==> src/rtl/lmsm_pkg.sv <==
// Shared types and helpers for the LM/SM multi-register sequencer.
package lmsm_pkg;

  typedef enum logic [1:0] {
    IDLE = 2'd0,
    XFER = 2'd1,
    DONE = 2'd2
  } state_e;

  localparam int unsigned NREG   = 8;
  localparam logic [2:0]  REG_PC = 3'd7;

  typedef struct packed {
    logic       valid;
    logic [2:0] idx;
  } lowest_t;

  function automatic lowest_t lowest_set(input logic [NREG-1:0] mask);
    lowest_t r;
    r = '0;
    for (int unsigned i = 0; i < NREG; i++) begin
      if (mask[i] && !r.valid) begin
        r.valid = 1'b1;
        r.idx   = 3'(i);
      end
    end
    return r;
  endfunction

endpackage

==> src/rtl/lmsm_seq_if.sv <==
// Data-memory port driven by the LM/SM sequencer (master) and served by memory (slave).
interface lmsm_seq_if #(
  parameter int unsigned DATA_W = 16,
  parameter int unsigned ADDR_W = 16
);
  logic              mem_req;
  logic              mem_we;
  logic [ADDR_W-1:0] mem_addr;
  logic [DATA_W-1:0] mem_wdata;
  logic [DATA_W-1:0] mem_rdata;
  logic              mem_ack;

  modport master (
    output mem_req, mem_we, mem_addr, mem_wdata,
    input  mem_rdata, mem_ack
  );

  modport slave (
    input  mem_req, mem_we, mem_addr, mem_wdata,
    output mem_rdata, mem_ack
  );
endinterface

==> src/rtl/lmsm_prio_enc.sv <==
// Lowest-set-bit encoder selecting the next register of the remaining mask.
module lmsm_prio_enc
  import lmsm_pkg::*;
(
  input  logic [NREG-1:0] mask,
  output logic [2:0]      idx,
  output logic            any
);

  lowest_t r;

  always_comb begin
    r   = lowest_set(mask);
    idx = r.idx;
    any = r.valid;
  end

endmodule

==> src/rtl/lmsm_seq.sv <==
// LM/SM sequencer: one register per memory beat, ascending register order.
// Optional macro LMSM_SKIP_R7_EN drops R7 from the mask at latch time.
module lmsm_seq
  import lmsm_pkg::*;
#(
  parameter int unsigned DATA_W    = 16,
  parameter int unsigned ADDR_W    = 16,
  parameter int unsigned NREG      = 8,
  parameter int unsigned ADDR_STEP = 1
) (
  input  logic              clk,
  input  logic              rst,
  input  logic              start,
  input  logic              is_store,
  input  logic [ADDR_W-1:0] base_addr,
  input  logic [NREG-1:0]   reg_mask,
  output logic              busy,
  output logic              done,
  output logic              pc_loaded,
  output logic [2:0]        rf_rd_addr,
  input  logic [DATA_W-1:0] rf_rd_data,
  output logic              rf_wr_en,
  output logic [2:0]        rf_wr_addr,
  output logic [DATA_W-1:0] rf_wr_data,
  lmsm_seq_if.master        mem
);

  state_e            state_q, state_d;
  logic              store_q, store_d;
  logic [ADDR_W-1:0] addr_q,  addr_d;
  logic [NREG-1:0]   mask_q,  mask_d;
  logic              pc_q,    pc_d;
  logic [NREG-1:0]   latch_mask;
  logic [2:0]        cur_idx;
  logic              cur_any;

  lmsm_prio_enc u_prio_enc (
    .mask (mask_q),
    .idx  (cur_idx),
    .any  (cur_any)
  );

  always_comb begin
`ifdef LMSM_SKIP_R7_EN
    latch_mask = reg_mask & ~(NREG'(1) << REG_PC);
`else
    latch_mask = reg_mask;
`endif
  end

  assign busy      = (state_q != IDLE);
  assign pc_loaded = pc_q;

  always_comb begin
    state_d       = state_q;
    store_d       = store_q;
    addr_d        = addr_q;
    mask_d        = mask_q;
    pc_d          = pc_q;
    done          = 1'b0;
    rf_rd_addr    = '0;
    rf_wr_en      = 1'b0;
    rf_wr_addr    = '0;
    rf_wr_data    = '0;
    mem.mem_req   = 1'b0;
    mem.mem_we    = 1'b0;
    mem.mem_addr  = '0;
    mem.mem_wdata = '0;

    case (state_q)
      IDLE: begin
        if (start) begin
          store_d = is_store;
          addr_d  = base_addr;
          mask_d  = latch_mask;
          pc_d    = 1'b0;
          state_d = XFER;
        end
      end

      XFER: begin
        if (!cur_any) begin
          state_d = DONE;
        end else begin
          mem.mem_req  = 1'b1;
          mem.mem_we   = store_q;
          mem.mem_addr = addr_q;
          if (store_q) begin
            rf_rd_addr    = cur_idx;
            mem.mem_wdata = rf_rd_data;
          end
          // A beat completing in the reset cycle must not reach the register file.
          if (mem.mem_ack && !rst) begin
            if (!store_q) begin
              rf_wr_en   = 1'b1;
              rf_wr_addr = cur_idx;
              rf_wr_data = mem.mem_rdata;
              if (cur_idx == REG_PC) pc_d = 1'b1;
            end
            mask_d = mask_q & ~(NREG'(1) << cur_idx);
            addr_d = addr_q + ADDR_W'(ADDR_STEP);
            if (mask_d == '0) state_d = DONE;
          end
        end
      end

      DONE: begin
        done    = 1'b1;
        state_d = IDLE;
      end

      default: state_d = IDLE;
    endcase

    if (rst) mem.mem_req = 1'b0;
  end

  always_ff @(posedge clk) begin
    if (rst) begin
      state_q <= IDLE;
      store_q <= 1'b0;
      addr_q  <= '0;
      mask_q  <= '0;
      pc_q    <= 1'b0;
    end else begin
      state_q <= state_d;
      store_q <= store_d;
      addr_q  <= addr_d;
      mask_q  <= mask_d;
      pc_q    <= pc_d;
    end
  end

endmodule

==> src/flat_wrapper.sv <==
// flat-port wrapper written by rule: the top's interface ports become plain ports
module lmsm_seq_flat import lmsm_pkg::*;
#(
  parameter int unsigned DATA_W    = 16,
  parameter int unsigned ADDR_W    = 16,
  parameter int unsigned NREG      = 8,
  parameter int unsigned ADDR_STEP = 1
)
  (clk, rst, start, is_store, base_addr, reg_mask, busy, done, pc_loaded, rf_rd_addr, rf_rd_data, rf_wr_en, rf_wr_addr, rf_wr_data, mem_mem_req, mem_mem_we, mem_mem_addr, mem_mem_wdata, mem_mem_rdata, mem_mem_ack);
  lmsm_seq_if #(.DATA_W(DATA_W), .ADDR_W(ADDR_W)) mem_i ();
  input  logic clk;
  input  logic rst;
  input  logic start;
  input  logic is_store;
  input  logic [ADDR_W-1:0] base_addr;
  input  logic [NREG-1:0] reg_mask;
  output logic busy;
  output logic done;
  output logic pc_loaded;
  output logic [2:0] rf_rd_addr;
  input  logic [DATA_W-1:0] rf_rd_data;
  output logic rf_wr_en;
  output logic [2:0] rf_wr_addr;
  output logic [DATA_W-1:0] rf_wr_data;
  output wire logic [$bits(mem_i.mem_req)-1:0] mem_mem_req;
  output wire logic [$bits(mem_i.mem_we)-1:0] mem_mem_we;
  output wire logic [$bits(mem_i.mem_addr)-1:0] mem_mem_addr;
  output wire logic [$bits(mem_i.mem_wdata)-1:0] mem_mem_wdata;
  input wire logic [$bits(mem_i.mem_rdata)-1:0] mem_mem_rdata;
  input wire logic [$bits(mem_i.mem_ack)-1:0] mem_mem_ack;
  assign mem_mem_req = mem_i.mem_req;
  assign mem_mem_we = mem_i.mem_we;
  assign mem_mem_addr = mem_i.mem_addr;
  assign mem_mem_wdata = mem_i.mem_wdata;
  assign mem_i.mem_rdata = mem_mem_rdata;
  assign mem_i.mem_ack = mem_mem_ack;
  lmsm_seq #(.DATA_W(DATA_W), .ADDR_W(ADDR_W), .NREG(NREG), .ADDR_STEP(ADDR_STEP)) u_core (.clk(clk), .rst(rst), .start(start), .is_store(is_store), .base_addr(base_addr), .reg_mask(reg_mask), .busy(busy), .done(done), .pc_loaded(pc_loaded), .rf_rd_addr(rf_rd_addr), .rf_rd_data(rf_rd_data), .rf_wr_en(rf_wr_en), .rf_wr_addr(rf_wr_addr), .rf_wr_data(rf_wr_data), .mem(mem_i));
endmodule
==> config.mk <==
export PLATFORM = sky130hd
export DESIGN_NAME = lmsm_seq_flat
export DESIGN_NICKNAME = d
export VERILOG_FILES = /design/src/rtl/lmsm_pkg.sv /design/src/rtl/lmsm_seq_if.sv /design/src/rtl/lmsm_prio_enc.sv /design/src/rtl/lmsm_seq.sv /design/src/flat_wrapper.sv
export SDC_FILE = /design/constraint.sdc
export NUM_CORES = 1
export LEC_CHECK = 0
export CAP_MARGIN = 20
export CORE_ASPECT_RATIO = 1.25
export CORE_UTILIZATION = 42
export DETAILED_ROUTE_END_ITERATION = 12
export PLACE_DENSITY_LB_ADDON = 0.25
export SLEW_MARGIN = 20
export SYNTH_ARGS = -nofsm -noshare
export SYNTH_HDL_FRONTEND = slang
export SYNTH_SLANG_ARGS = --single-unit
==> constraint.sdc <==
create_clock -name clk -period 6.7 [get_ports clk]
set_clock_uncertainty 0.15 [all_clocks]
set_input_delay 1.34 -clock clk [delete_from_list [all_inputs] [get_ports clk]]
set_output_delay 1.34 -clock clk [all_outputs]
set_load 0.01 [all_outputs]
Word level (Yosys, flattened, before mapping)
Index checks and enable logic that the tools add are counted.
Storage, ports and cells
  register bits: 28
  output and inout port bits: 60
Cells by class
  reduce and logical (&&, ||, !) cells: 24
  $add $sub $neg: 1
  muxes and demuxes: 53
  equality and inequality tests: 10
  shift operators: 1
  bitwise gates (word level): 2
Operator list (count)
  $mux W16: 12
  $mux W4: 8
  $pmux W16 S2: 1
  $mux W8: 3
  $mux W3: 7
  $add A16 B1 Y16 const B: 1
  $pmux W8 S2: 1
  $mux W1: 15
  $and A8 B8 Y8: 1
  $logic_and A1 B1 Y1: 8
  $logic_not A1 Y1: 8
  $logic_not A8 Y1: 1
  $mux W2: 4
  $not A8 Y8: 1
  $shl A1 B3 Y8 const A: 1
  $ne A2 B2 Y1 const B: 3
  $ne A3 B2 Y1 const B: 2
  $reduce_and A6 Y1: 1
  $ne A2 B1 Y1 const B: 2
  $pmux W2 S2: 1
  $reduce_and A4 Y1: 1
  $reduce_bool A2 Y1: 2
  $eq A3 B3 Y1 const B: 1
  $reduce_and A3 Y1: 1
  other kinds (5): 5

Longest topological paths before layout
Gate-level depths: netlist of run 1.
  depth in word-level cells: 30
  mapped depth: 7
  mapped depth without buffers: 5

Hierarchy
From an unflattened synthesis of run 1, not the netlist that was laid out.
Unflattened totals
  cell total of the unflattened synthesis: 290
  area total of the unflattened synthesis: 2175.8 um^2
By module, submodules not included
  lmsm_seq: cells each 276, instances 1, area an instance 2092.0 um^2
  lmsm_prio_enc: cells each 14, instances 1, area an instance 83.8 um^2

Least setup slack after synthesis of run 1
Ideal clock, no wire load.
  kind: input-to-output
  from: input port rst
  to: output port rf_wr_addr[0]
  cell stages on the path: 6
  arrival: 2.389 ns
  data required time: 5.210 ns
  path slack: 2.821 ns
  path buffers: 2
  cell sequence: buf_2 nand2b_1 nor2_1 clkbuf_1 nand2_1 nor2_1
On the way
  word-level cells in the longest chain between the ends: 5
RTL lines
  start: declaration: RTL line flat_wrapper.sv:12  | input logic rst;
  $logic_not A1 Y1: RTL line lmsm_seq.sv:93  | if (mem.mem_ack && !rst) begin
  $logic_and A1 B1 Y1: RTL line lmsm_seq.sv:93
  $mux W3: RTL line lmsm_seq.sv:93
  $mux W3: RTL line lmsm_seq.sv:82  | if (!cur_any) begin
  $mux W3: RTL line lmsm_seq.sv:70  | case (state_q)
  end: declaration: RTL line flat_wrapper.sv:23  | output logic [2:0] rf_wr_addr;
No other way between the ends.

Final worst setup path of run 1
  from: input port rst
  to: output port rf_wr_addr[1]
Same word-level chain as after synthesis.

==> results.txt, run 1 <==
status: completed
Max Fclk: 195 MHz
crit path capture type: output pin
# DRC: 0
Max Cap Viol: 0
root buffer cell: clkbuf_8
critical-path maximum fanout: 28
clock power share: 0.208
Via Count: 2781
Pins Over Slew Limit: 0
Die Ht: 83.1 µm
Worst Setup Start Kind: input port
Reg clk slew, reported paths: 100 ps
Combinational Power Share: 0.385
Slowest cell on crit path: nor2_1
Routed WL: 7700 µm
share of layout cells above drive strength 1: 0.0488
largest cells by area after synthesis: dfxtp_1, and3_1, nor2_1
Slew HR: 0.416
Yosys reg bits: 28
crit-path max cell delay: 580 ps
mapped cell area: 0.00221 mm²
Remaining Overflow, GRT: 0
Antenna Nets Post-Route: 0
Clock Tree Buf Depth: 2
1st-pass router iterations: 5
CTS tree: done
maximum vdd drop: 151 µV
LEAKAGE: 1.33 nW
Internal: 0.331 mW
largest net degree at the start of global routing: 40
critical path class: in2out
Flop pwr share: 0.407
Num CTS Buffers: 3
final period utilization: 0.766
transition time at the pin with the least slew margin: 868 ps
final hold violations: 0
Tmin final: 5130 ps
clk sinks: 28
Post-synth EDFFs: 0
vias in the first global route: 2492
Worst EP arrival: 3640 ps
Post-Synthesis Cells: 312
dpl hpwl: 5550 µm
die area: 0.00556 mm²
ANT cells: 0
Synth top area share: 0.254
switching power total: 0.190 mW
hold buffers post-CTS: 0
R2R setup slack: 4160 ps
WL/cell: 16.3 µm
port bufs: 120
Util after Layout: 0.679
antenna violations before repair: 0
GRT Total Usage: 0.270
Yosys Warn Count: 0
PostCTS Resize Cnt: 0
first-pass GRT wire length: 11800 µm
asr flop ratio synth: 0
Worst-Skew Late Latency: 280 ps
Setup violations, final: 0
Netlist cell types: 52
Syn Nets: 374
Top FF cell, synth: dfxtp_1
Synth area leader: dfxtp_1
row count: 29
gp weighted congestion: 0.872
Avg Vias per Cell: 5.89
H-tree Lvls: 1
post-synthesis sequential area ratio: 0.254
core area: 0.00508 mm²
1st-iter DRT viols: 178
Mean Syn Cell Area: 7.08 µm²
Chip Width: 66.9 µm
Area growth syn-to-layout: 56.0%
Post-CTS Setup Inserts: 0
RSZ-0062 raised after global routing: no
Total Nets Final: 473
switching share of total power: 0.365
CP cell instances: clkdlybuf4s50_1, buf_4, nand2b_1, nor2_1, nand2_1, nor2_1, clkdlybuf4s50_1
io pins: 121
CP required: 5210 ps
Power per Cell Area: 151 mW/mm²
TNS Setup: 0 ps
Hold Path Class: reg2reg
Initial Utilization: 0.435
## per-stage QoR
step / instances / setup slack (ps) / cell area, µm² / power [mW] / hold slack [ps]
2_1_floorplan: 312 / 2820 / 2210 / 0.331 / 331
3_3_place_gp: 468 / 1650 / 3390 / 0.409 / 356
3_5_place_dp: 468 / 1620 / 3390 / 0.412 / 359
4_1_cts: 472 / 1610 / 3450 / 0.517 / 373
5_1_grt: 472 / 1370 / 3450 / 0.548 / 402
6_report: 472 / 1570 / 3450 / 0.520 / 379
## synthesized netlist by cell type (2+ instances only)
cell        n
buf_2       5
o31a_1      2
a31oi_1     2
o21ai_0    11
nor4_1      7
inv_1      12
or4_1       2
a221oi_1    3
o211ai_1    4
nand2_1    25
nand2b_1    5
a41oi_1     2
buf_6       2
a22oi_1     3
clkbuf_1   23
nor3_1      7
o32ai_1     2
nand3_1    10
o22ai_1     2
a31o_2      2
a211oi_1    6
a21oi_1    21
nand4_1     7
a311oi_1    3
mux2i_1     2
o31ai_1    11
dfxtp_1    28
nor2b_1     3
o2111ai_1   3
o311ai_0    3
nor2_1     29
and3_1     34
and2_1     12
## flip-flops by register name (all words and copies together) (netlist names)
register          flops
u_core.addr_q        16
u_core.mask_q         8
u_core.state_q        2
u_core.pc_loaded      1
u_core.store_q        1
## worst max-delay path: cells and delay by family
family	cells	cell delay [ps]
buf+inv	3	1170
simple gates	4	1120
## cells in the final DEF (no fill, tap or decap), types with 4 or more instances in the layout
master / instances
a211oi_1: 6
a21oi_1: 20
and2_1: 12
and3_1: 34
buf_4: 5
clkbuf_8: 4
clkdlybuf4s50_1: 120
dfxtp_1: 28
inv_1: 12
nand2_1: 25
nand2b_1: 5
nand3_1: 10
nand4_1: 7
nor2_1: 29
nor3_1: 7
nor4_1: 7
o211ai_1: 4
o21ai_0: 11
o31ai_1: 11
## kinds of logic (layout without fill, tap and decap cells)
kind of cell | count (synthesis) | after routing | share of synthesized area
fa+ha+maj | 1 | 1 | 0.00566
buf+inv | 43 | 141 | 0.0827
flops | 28 | 28 | 0.254
mux | 2 | 2 | 0.00906
compound gates | 87 | 87 | 0.275
simple gates | 151 | 151 | 0.374
## layer usage
| layer | track usage | wire (µm) |
|---|---|---|
| met5 | 0 | 0 |
| met3 | 0.0453 | 716 |
| met2 | 0.463 | 3830 |
| met1 | 0.318 | 2970 |
| met4 | 0.120 | 177 |
## power by group through the flow
stage / clock (mW) / combinational, mW / sequential [mW]
floorplan: 0 / 0.131 / 0.200
global placement: 0 / 0.195 / 0.213
detailed placement: 0 / 0.198 / 0.214
CTS: 0.108 / 0.199 / 0.210
global route: 0.116 / 0.218 / 0.215
finish: 0.108 / 0.200 / 0.212
## path summary, 6_finish.rpt
| check | startpoint | end | cells past startpoint |
|---|---|---|---|
| hold reg to reg | u_core.addr_q[13] | u_core.addr_q[13] | 2 |
| setup reg to reg | u_core.mask_q[4] | u_core.addr_q[11] | 4 |
| hold / removal | u_core.addr_q[13] | u_core.addr_q[13] | 2 |
| setup / recovery | rst | rf_wr_addr[1] | 7 |
## cell type report
type                    count  area [µm²]
clock buffers               4        55.1
inverters                  12        45.0
repair buffers            125        1240
well taps                  62        77.6
multi-input cells         241        1470
flip-flops and latches     28         561
fillers                   442        1630
Power figures use the tool's default switching activity.
==> run 2, diff against run 1 <==
- CORE_UTILIZATION: 42 -> 39
- clock period: 6.7 -> 4.8 ns (I/O delays scaled with it)
==> results.txt, run 2 (synthesis results as in run 1) <==
Max Cap Viol: 0 (unchanged)
Pins Over Slew Limit: 0 (unchanged)
root buffer cell: clkbuf_8
Hold Path Class: reg2reg
row count: 30 (+3.4%)
vias in the first global route: 2495 (+0.12%)
hold path depth: 2 (unchanged)
Area after DPL: 0.00339 mm² (about the same)
port bufs: 120 (unchanged)
largest net degree at the start of global routing: 39 (-2.5%)
worst reg2reg startpoint: u_core.mask_q[4]
RSZ-0062 raised after global routing: no
worst reg2reg path depth: 4 (unchanged)
Initial Utilization: 0.406 (-0.0290)
status: completed
Worst Setup Start Kind: input port
1st-pass router iterations: 5 (unchanged)
worst hold slack: 379 ps (-0.801 ps)
Antenna Nets Post-Route: 0 (unchanged)
first-pass GRT wire length: 12500 µm (+5.6%)
antenna violations before repair: 0 (unchanged)
Tmin final: 4210 ps
maximum vdd drop: 118 µV (-21%)
PostCTS Resize Cnt: 0 (unchanged)
commonest non-fill, non-tap cells in the layout: clkdlybuf4s50_1, and3_1, nor2_1, dfxtp_1, nand2_1
Remaining Overflow, GRT: 0 (unchanged)
Setup violations, final: 0 (unchanged)
Power per Cell Area: 206 mW/mm² (+36%)
H-tree Lvls: 1 (unchanged)
share of layout cells above drive strength 1: 0.0465 (-0.00233)
GRT Total Usage: 0.254 (-0.0158)
TNS Setup: 0 ps (unchanged)
CTS tree: done
die area: 0.00597 mm² (+7.5%)
io pins: 121 (unchanged)
final period utilization: 0.877
R2R setup slack: 2190 ps (-1970 ps)
Slew HR: 0.367 (-0.0489)
dpl hpwl: 5590 µm (+0.71%)
most flop-heavy register: u_core.addr_q
Worst EP arrival: 3100 ps (-540 ps)
Num CTS Buffers: 3 (unchanged)
top flop regs: u_core.addr_q (16), u_core.mask_q (8), u_core.state_q (2)
core area: 0.00544 mm² (+7.1%)
cell area after layout: 0.00344 mm² (-0.33%)
WHS Endpoint: u_core.addr_q[13]
Via Count: 2829 (+1.7%)
ANT cells: 0 (unchanged)
Fillers: 507 (+15%)
Clock Tree Buf Depth: 2 (unchanged)
Area growth syn-to-layout: 55.5%
LEAKAGE: 1.33 nW (-0.54%)
Util after Layout: 0.631 (-0.0473)
Routed WL: 7690 µm (-0.16%)
critical path class: in2out
Reg clk slew, reported paths: 100 ps (about the same)
max reg flops: 16 (unchanged)
Avg Vias per Cell: 5.98 (+1.5%)
commonest non-fill, non-tap cell in the layout: clkdlybuf4s50_1
Total Nets Final: 473 (unchanged)
critical-path maximum fanout: 17 (-39%)
Worst-Skew Late Latency: 280 ps (about the same)
CP required: 3690 ps (-1520 ps)
transition time at the pin with the least slew margin: 941 ps (+72.6 ps)
final hold violations: 0 (unchanged)
crit path capture type: output pin
# DRC: 0 (unchanged)
FF-to-FF End: u_core.addr_q[11]
clk sinks: 28 (unchanged)
Max Fclk: 237 MHz
HP Start: u_core.addr_q[13]
hold buffers post-CTS: 0 (unchanged)
gp weighted congestion: 0.868 (-0.40%)
1st-iter DRT viols: 217 (+22%)
Die Ht: 86.2 µm (+3.7%)
WL/cell: 16.2 µm (-0.37%)
Chip Width: 69.3 µm (+3.7%)
Post-CTS Setup Inserts: 0 (unchanged)
run 2: changes by cell type in the layout (fill, tap and decap cells not counted), sizes merged:
cell | before | now
clkbuf | 4 | 3
run 2: worst max path at each step:
stage	startpoint	endpoint	depth (start not counted)
2_1_floorplan	rst	rf_wr_addr[0]	6
3_3_place_gp	mem_mem_ack	rf_wr_addr[2]	6
3_5_place_dp	mem_mem_ack	rf_wr_addr[0]	6
4_1_cts	mem_mem_ack	rf_wr_addr[0]	6
5_1_grt	mem_mem_ack	rf_wr_addr[0]	6
6_report	mem_mem_ack	rf_wr_addr[0]	6
run 2: routing by layer:
metal / share of wire / vias to the layer above / GRT usage / routed length, µm
li1: - / 1359 / - / -
met1: 0.41 / 1311 / 0.314 / 3120
met3: 0.068 / 10 / 0.0306 / 526
met4: 0.011 / 0 / 0.0668 / 85
met2: 0.51 / 149 / 0.463 / 3950
met5: 0 / - / 0 / 0
run 2: worst max-delay path, stage by stage:
cell and delay [ps]:
clkdlybuf4s50_1 530, nand2b_1 80, nor2_1 590, nand2_1 230, nor2_1 170, clkdlybuf4s50_1 550
run 2: layout make-up:
class                   instances  area (µm²)  share of cell area
inverters                      12        45.0              0.0131
flip-flops and latches         28         561               0.163
multi-input cells             241        1470               0.428
well taps                      64        80.1              0.0233
clock buffers                   3        41.3              0.0120
repair buffers                125        1240               0.361
run 2: per-stage QoR:
| step | power, mW | instances | setup slack (ps) |
|---|---|---|---|
| after floorplan | 0.461 | 312 | 1680 |
| after global placement | 0.572 | 470 | 716 |
| after detailed placement | 0.576 | 470 | 591 |
| after CTS | 0.706 | 473 | 588 |
| after global routing | 0.752 | 473 | 353 |
| final | 0.707 | 473 | 589 |
run 2: report_power, final:
| part | switching [mW] | internal [mW] | leakage (nW) |
|---|---|---|---|
| sequential | 0.0374 | 0.256 | 0.230 |
| combinational | 0.149 | 0.132 | 1.07 |
| clock | 0.0764 | 0.0565 | 0.0216 |
